$ cat src/rtl/ripple_mon_pkg.sv
// Shared defaults and state encodings for the ripple counter monitor.
package ripple_mon_pkg;

    localparam int CNT_W_DEF         = 4;
    localparam int WRAP_W_DEF        = 8;
    localparam int STABLE_CYCLES_DEF = 2;

    typedef enum logic {TRACK, SETTLED} filt_state_t;
    typedef enum logic {IDLE, VALID} out_state_t;

    // Stability counter width: must hold values up to STABLE_CYCLES.
    function automatic int stab_width(input int stable_cycles);
        return (stable_cycles < 1) ? 1 : $clog2(stable_cycles + 1);
    endfunction

endpackage

$ cat src/rtl/cnt_sync2.sv
// Two-flop synchroniser for a bus of independent asynchronous bits.
// Each bit is synchronised on its own; bus coherence is restored downstream
// by the stability filter, not here.
module cnt_sync2 #(
    parameter int W = 4
) (
    input  logic         clk,
    input  logic         rst_n,
    input  logic [W-1:0] d,
    output logic [W-1:0] q
);

    logic [W-1:0] s1;

    // Plain flop chain, nothing between the stages.
    always_ff @(posedge clk or negedge rst_n) begin
        if (!rst_n) begin
            s1 <= '0;
            q  <= '0;
        end else begin
            s1 <= d;
            q  <= s1;
        end
    end

endmodule

$ cat src/rtl/ripple_count_monitor.sv
// Consumer of a 4-bit asynchronous ripple counter: synchronises, filters out
// transient ripple codes, extends the count with a wrap counter and presents
// each settled value on a valid/ready output with sticky overflow.
module ripple_count_monitor
    import ripple_mon_pkg::*;
#(
    parameter int CNT_W         = CNT_W_DEF,
    parameter int WRAP_W        = WRAP_W_DEF,
    parameter int STABLE_CYCLES = STABLE_CYCLES_DEF
) (
    input  logic              clk,
    input  logic              rst_n,
    input  logic [CNT_W-1:0]  cnt_in,
    input  logic              clear,
    input  logic              out_ready,
    output logic              out_valid,
    output logic [CNT_W-1:0]  out_count,
    output logic [WRAP_W-1:0] out_wraps,
    output logic              wrap_pulse,
    output logic              overflow
);

    localparam int                STAB_W    = stab_width(STABLE_CYCLES);
    localparam logic [STAB_W-1:0] STAB_LAST = STAB_W'(STABLE_CYCLES - 1);

    logic [CNT_W-1:0]  s2;
    logic [CNT_W-1:0]  cand;
    logic [CNT_W-1:0]  accepted;
    logic [STAB_W-1:0] stab;
    logic [STAB_W-1:0] stab_inc;
    logic [WRAP_W-1:0] wraps;

    filt_state_t filt_state, filt_next;
    out_state_t  out_state, out_next;

    logic same;
    logic settle;
    logic accept;
    logic wrap_hit;
    logic load_snap;
    logic ovf_set;

    cnt_sync2 #(.W(CNT_W)) u_sync (
        .clk   (clk),
        .rst_n (rst_n),
        .d     (cnt_in),
        .q     (s2)
    );

    assign same     = (s2 == cand);
    assign stab_inc = stab + STAB_W'(1);
    // The run is long enough once the incremented count reaches STABLE_CYCLES-1.
    assign settle   = (stab_inc >= STAB_LAST);

    // ---------------- stability filter ----------------

    // Filter state register.
    always_ff @(posedge clk or negedge rst_n) begin
        if (!rst_n) filt_state <= TRACK;
        else        filt_state <= filt_next;
    end

    // Filter next state: settle after a long enough run, re-track on any change.
    always_comb begin
        filt_next = filt_state;
        case (filt_state)
            TRACK:   if (same && settle) filt_next = SETTLED;
            SETTLED: if (!same)          filt_next = TRACK;
            default: filt_next = TRACK;
        endcase
    end

    // Filter output: accept only on the settling cycle, and only a new value.
    always_comb begin
        accept = 1'b0;
        if (filt_state == TRACK && same && settle && cand != accepted)
            accept = 1'b1;
    end

    // Candidate and run-length counter; a change always restarts the run.
    always_ff @(posedge clk or negedge rst_n) begin
        if (!rst_n) begin
            cand <= '0;
            stab <= '0;
        end else if (!same) begin
            cand <= s2;
            stab <= '0;
        end else if (filt_state == TRACK && !settle) begin
            stab <= stab_inc;
        end
    end

    // ---------------- accepted value and wraps ----------------

    // A drop in value means the counter passed through its top code at least once.
    assign wrap_hit = accept && (cand < accepted);

    // Accepted value survives clear so an unchanged input is not re-reported.
    always_ff @(posedge clk or negedge rst_n) begin
        if (!rst_n)      accepted <= '0;
        else if (accept) accepted <= cand;
    end

    // Wrap counter and its pulse; the pulse lines up with the snapshot it belongs to.
    always_ff @(posedge clk or negedge rst_n) begin
        if (!rst_n) begin
            wraps      <= '0;
            wrap_pulse <= 1'b0;
        end else begin
            wrap_pulse <= wrap_hit && !clear;
            if (clear)         wraps <= '0;
            else if (wrap_hit) wraps <= wraps + WRAP_W'(1);
        end
    end

    // ---------------- output handshake ----------------

    // Output state register.
    always_ff @(posedge clk or negedge rst_n) begin
        if (!rst_n) out_state <= IDLE;
        else        out_state <= out_next;
    end

    // Output next state: clear wins, a new accept keeps VALID, ready drains it.
    always_comb begin
        out_next = out_state;
        if (clear) begin
            out_next = IDLE;
        end else begin
            case (out_state)
                IDLE:    if (accept) out_next = VALID;
                VALID:   if (!accept && out_ready) out_next = IDLE;
                default: out_next = IDLE;
            endcase
        end
    end

    // Output decode: snapshot load and overwrite detection.
    always_comb begin
        out_valid = (out_state == VALID);
        load_snap = accept && !clear;
        ovf_set   = (out_state == VALID) && accept && !out_ready && !clear;
    end

    // Snapshot registers carry post-accept count and wraps together.
    always_ff @(posedge clk or negedge rst_n) begin
        if (!rst_n) begin
            out_count <= '0;
            out_wraps <= '0;
        end else if (clear) begin
            out_count <= '0;
            out_wraps <= '0;
        end else if (load_snap) begin
            out_count <= cand;
            out_wraps <= wraps + WRAP_W'(wrap_hit);
        end
    end

    // Sticky overflow: set when a pending snapshot is overwritten.
    always_ff @(posedge clk or negedge rst_n) begin
        if (!rst_n)       overflow <= 1'b0;
        else if (clear)   overflow <= 1'b0;
        else if (ovf_set) overflow <= 1'b1;
    end

endmodule
$ cat config.mk
export PLATFORM = sky130hd
export DESIGN_NAME = ripple_count_monitor
export DESIGN_NICKNAME = d
export VERILOG_FILES = /design/src/rtl/ripple_mon_pkg.sv /design/src/rtl/cnt_sync2.sv /design/src/rtl/ripple_count_monitor.sv
export SDC_FILE = /design/constraint.sdc
export NUM_CORES = 1
export LEC_CHECK = 0
export BUFFER_PORTS_ARGS = -buffer_cell sky130_fd_sc_hd__buf_4
export CAP_MARGIN = 20
export CORE_AREA = 2 2 85 87
export CTS_CLUSTER_SIZE = 10
export DETAILED_ROUTE_END_ITERATION = 6
export DIE_AREA = 0 0 87 89
export MAX_ROUTING_LAYER = met4
export PLACE_DENSITY = 0.56
export SLEW_MARGIN = 20
export SYNTH_ARGS = -nofsm -noshare
export SYNTH_HDL_FRONTEND = slang
export SYNTH_SLANG_ARGS = --single-unit
export TNS_END_PERCENT = 10
$ cat constraint.sdc
create_clock -name clk -period 3.4 [get_ports clk]
set_input_delay 0.17 -clock clk [delete_from_list [all_inputs] [get_ports clk]]
set_output_delay 0.17 -clock clk [all_outputs]
set_load 0.02 [all_outputs]
# Word level (Yosys, flattened, before mapping)
# Cells that the tools add are included.
[op_classes] bitwise_logic=2 n_reduce_logical=19 eq_ne=3 n_mux=18 add_sub_neg=3 magnitude_cmp=2
[ops] op="$mux W8" count=4
[ops] op="$logic_and A1 B1 Y1" count=12
[ops] op="$add A8 B1 Y8" count=1
[ops] op="$add A8 B1 Y8 const B" count=1
[ops] op="$mux W1" count=8
[ops] op="$mux W4" count=2
[ops] op="$reduce_bool A2 Y1" count=3
[ops] op="$eq A4 B4 Y1" count=1
[ops] op="$logic_not A1 Y1" count=4
[ops] op="$lt A4 B4 Y1" count=1
[ops] op="$mux W2" count=2
[ops] op="$ne A4 B4 Y1" count=1
[ops] op="$pmux W1 S2" count=2
[ops] op="$add A2 B1 Y2 const B" count=1
[ops] op="$ge A2 B1 Y1 const B" count=1
[ops] op="$ne A2 B1 Y1 const B" count=1
[ops] op="$not A1 Y1" count=2
[totals] inputBits=8 ff_bits=42 elab_cells=59

# Longest topological paths before layout
[logic_depth] word_depth=10 depth_mapped=10 mapped_depth_nobuf=10

# Modules after synthesis
# From an unflattened synthesis, not the netlist that was laid out.
[unflattened] cells_unflattened=179 hier_area_um2=2035.7
[by_module_without_submodules] module="ripple_count_monitor" seq_area_each_um2=850.8 area_per_inst_um2=1835.5 cells_per_inst=171 n_inst=1
[by_module_without_submodules] module="cnt_sync2" seq_area_each_um2=200.2 area_per_inst_um2=200.2 cells_per_inst=8 n_inst=1

# Worst setup path before layout
# No wires, ideal clock.
[synth_path] path_type="flip-flop to flip-flop" start="register cand[3]" end="register out_wraps[4]" n_path_buf=0 setup_time_ps=94 stages_incl_launch_ff=10 setup_slack_ps=823 period_less_slack_ps=2577 t_arrival_ps=2483 path_cell_list="dfrtp_1 -> ha_1 -> and2_4 -> a311o_4 -> nor4b_4 -> ha_1 -> ha_1 -> nand3_1 -> xor2_1 -> a211oi_1"
[synth_between] elab_chain_len=9 elab_cells_between_ends=13 classes_between="1 x add/sub; 1 x order compare; 2 x eq/ne; 3 x mux; 6 x reduce/logical"
[synth_rtl] element="start: declaration" line="ripple_count_monitor.sv:27" text="logic [CNT_W-1:0] cand;"
[synth_rtl] element="start signal: assignment" line="ripple_count_monitor.sv:83" text="cand <= '0;"
[synth_rtl] element="start signal: assignment" line="ripple_count_monitor.sv:86" text="cand <= s2;"
[synth_rtl] element="$eq A4 B4 Y1" line="ripple_count_monitor.sv:50" text="assign same = (s2 == cand);"
[synth_rtl] element="$logic_and A1 B1 Y1 (3 in a row)" line="ripple_count_monitor.sv:76" text="if (filt_state == TRACK && same && settle && cand != accepted)"
[synth_rtl] element="$mux W1" line="ripple_count_monitor.sv:76"
[synth_rtl] element="$logic_and A1 B1 Y1" line="ripple_count_monitor.sv:96" text="assign wrap_hit = accept && (cand < accepted);"
[synth_rtl] element="$add A8 B1 Y8" line="ripple_count_monitor.sv:155" text="out_wraps <= wraps + WRAP_W'(wrap_hit);"
[synth_rtl] element="$mux W8" line="ripple_count_monitor.sv:153" text="end else if (load_snap) begin"
[synth_rtl] element="$mux W8" line="ripple_count_monitor.sv:150" text="end else if (clear) begin"
[synth_rtl] element="end signal: assignment" line="ripple_count_monitor.sv:155"
[synth_rtl] element="end: declaration" line="ripple_count_monitor.sv:18" text="output logic [WRAP_W-1:0] out_wraps,"
# Parallel ways exist; a longest one is shown, timed or not. The select of a mux whose other input is x is not followed.
# A chain may end at the register's enable or synchronous reset.

# Worst setup path after layout
# Same ends and word-level chain as after synthesis.

==> impl_metrics.csv <==
group,metric,value,unit
sta,hold_viol_final,0,
route,wl_met1,2070,microns
placement,io_buffer_count,22,
route,drt-initial-drc-count,62,
cts,max-clock-path-buffers,2,
finish,final_common_cell,"dfrtp_1",
sta,worst_slew_pin_slew,0.565,ns
power,p_per_area,472,nW/um^2
cts,cts_buffers,5,
logic_synthesis,yosys_warnings,0,
logic_synthesis,synth.area.top_cells,"dfrtp_1 (53%), ha_1 (5.0%), a21oi_1 (3.5%)",
critical_path,r2r_end,"out_wraps[4]",
sta,worst_hold_slack,0.184,ns
status,outcome,"finished, final reports clean",
finish,layout.cells.non_filler,283,
finish,fin_nets,218,
logic_synthesis,ys_seq_area_share,52.8,%
critical_path,cp-end-kind,"register",
route,drc_errors,0,
global_route,grt_max_degree,43,
cts,clk_latency,0.30,ns
power,ir_worst_vdd,0.194,mV
logic_synthesis,synth_cells,180,
logic_synthesis,synth-seq-cells,42,
min_path,hp-start,"out_ready",
logic_synthesis,synth_fp_nets,196,
floorplan,die_y,89,microns
logic_synthesis,syn_avg_cell_area,11.1,sq um
sta,setup_tns,0,ns
logic_synthesis,synth_top_area_share,52.8,%
route,wl_met2,1780,microns
placement,dp_cells,270,
finish,antennaDiodeCount,0,
logic_synthesis,synth_cell_types,34,
route,dr_total_vias,1383,
global_route,grt_usage,11.8,%
min_path,hold_depth,4,
sta,fin_worst_skew,0.00671,ns
critical_path,critPathKind,"reg2reg",
global_route,grt_pass1_wl,6810,microns
floorplan,boundaryPins,23,
critical_path,rrSetupSlack,0.54,ns
job,cap_violations,0,
critical_path,crit_path_start,"cand[3]",
global_route,antenna_found_initial,0,
critical_path,crit_required,3.60,ns
min_path,min_path_type,"in2reg",
floorplan,die_area,7740,sq um
route,routed_wl,4080,microns
cts,cts.sinks,42,
logic_synthesis,synth.cell_area,1990,sq um
cts,cts_root_buf,"clkbuf_8",
route,highest_layer,"met4",
route,drtPass1Iterations,4,
sta,finalSetupViolations,0,
cts,cts_setup_buffers,0,
sta,period_share,84.2,%
sta,timing.fmax,349,MHz
critical_path,worstPathMaxFanout,15,
logic_synthesis,yosys.area.top_type,"dfrtp_1",
sta,slew_headroom,62.3,%
min_path,worstHoldEndpoint,"out_valid",
cts,clk_pin_slew,0.09,ns
floorplan,die_x,87,microns
route,met3RoutedLength,147,microns
sta,rsz0062_at_grt,"false",
finish,synthToLayoutAreaGrowth,18.0,%
global_route,gr-total-overflow,0,
critical_path,r2r_start,"cand[3]",
placement,gp_congestion,0.741,
floorplan,core_area,6720,sq um
power,p_leak,1.05,nW
finish,drive_gt1_share,22.2,%
cts,htree_levels,2,
sta,fin_crit,2.86,ns
route,via_per_inst,4.89,
critical_path,start_kind,"register",
critical_path,crit_arrival,3.07,ns
cts,cts_tree,"yes",
placement,hpwlAfterDp,2680,microns
critical_path,rr_worst_depth,9,
sta,maxSlewViolCount,0,
finish,final_cell_mix,"dfrtp_1 (42), buf_4 (24), a21oi_1 (14), nor2_1 (14), nor2b_1 (11)",
floorplan,num_rows,30,
route,wl_per_cell,14.4,microns
global_route,grt_pass1_vias,1369,
route,drtAntennaViolNets,0,
floorplan,start_util,29.6,%
[worst max-delay path by stage]
stage / to / slack, ns
global placement: out_wraps[4] / 0.65
finish: out_wraps[4] / 0.54
floorplan: out_wraps[4] / 0.82
detailed placement: out_wraps[6] / 0.62
global route: out_wraps[4] / 0.33
CTS: out_wraps[4] / 0.52
[layer usage]
metal  global-route usage (%)  up-vias
met4                     5.11        0
met5                        -        -
met3                     2.59        8
li1                         -      675
met2                     17.1       26
met1                     15.8      674
[where the power goes]
part,leakage (nW),internal [mW],switching [mW]
registers,0.551,0.534,0.0182
clock network,0.0441,0.144,0.185
logic,0.450,0.0855,0.141
[critical path, cell delays in order (launching register included)]
cell and delay (ns):
dfrtp_1 0.41, ha_1 0.32, and2_4 0.15, a311o_4 0.50, nor4b_4 0.39, ha_1 0.25, ha_1 0.22, nand3_1 0.11
xor2_1 0.16, a211oi_1 0.27
[cells by family (layout without fill, tap and decap cells)]
kind of cell / Yosys count / after routing / synth area share (%)
AND/OR/NAND/NOR: 58 / 58 / 17.5
flip-flops: 42 / 42 / 52.8
AO/OA/AOI/OAI: 34 / 34 / 10.4
buffers and inverters: 18 / 41 / 3.90
XOR/XNOR: 11 / 11 / 5.22
multiplexers: 9 / 9 / 5.15
adder cells (fa/ha/maj): 8 / 8 / 5.03
[area by class of cell]
type                       instances  area (sq um)
clock buffer                       5          68.8
timing repair buffer              29           230
sequential                        42          1050
fill                             660          4370
clock inverter                     3          21.3
tap                               80           100
multi-input combinational        120           862
inverter                           4          15.0
[flip-flops by register name, indices dropped and copies added, names as in the netlist]
register    flops
out_count       4
wrap_pulse      1
out_valid       1
u_sync.s1       4
wraps           8
cand            4
filt_state      1
overflow        1
stab            2
accepted        4
u_sync.q        4
out_wraps       8
[through the flow]
stage / total power, mW / utilization [%] / cell area [sq um] / setup slack (ns)
floorplan: 0.721 / - / 1990 / 0.823
global placement: 0.785 / 32.9 / 2210 / 0.648
detailed placement: 0.785 / 32.9 / 2210 / 0.622
CTS: 1.12 / 35.0 / 2350 / 0.518
global route: 1.17 / 35.0 / 2350 / 0.327
finish: 1.11 / 35.0 / 2350 / 0.537
[cells in the mapped netlist, drive strengths merged]
master / count
ha: 8
a211oi: 6
and4: 1
xor2: 3
a311oi: 1
nand3: 9
and2: 1
o21ai: 10
nor2b: 11
mux2i: 2
buf: 3
inv: 4
a21oi: 14
nor4: 6
nor2: 15
nand2b: 2
nor4b: 1
nand2: 4
nand4: 6
o21a: 1
a31oi: 1
mux2: 7
xnor2: 8
a311o: 1
clkbuf: 11
and3: 2
dfrtp: 42
[repair_timing]
item / 4_1_cts / 5_1_grt
hold buffers: 5 / 0
resized for setup: 0 / 0
endpoints found under the hold margin: 46 / 0
No activity file was read; power rests on OpenSTA's default activity.
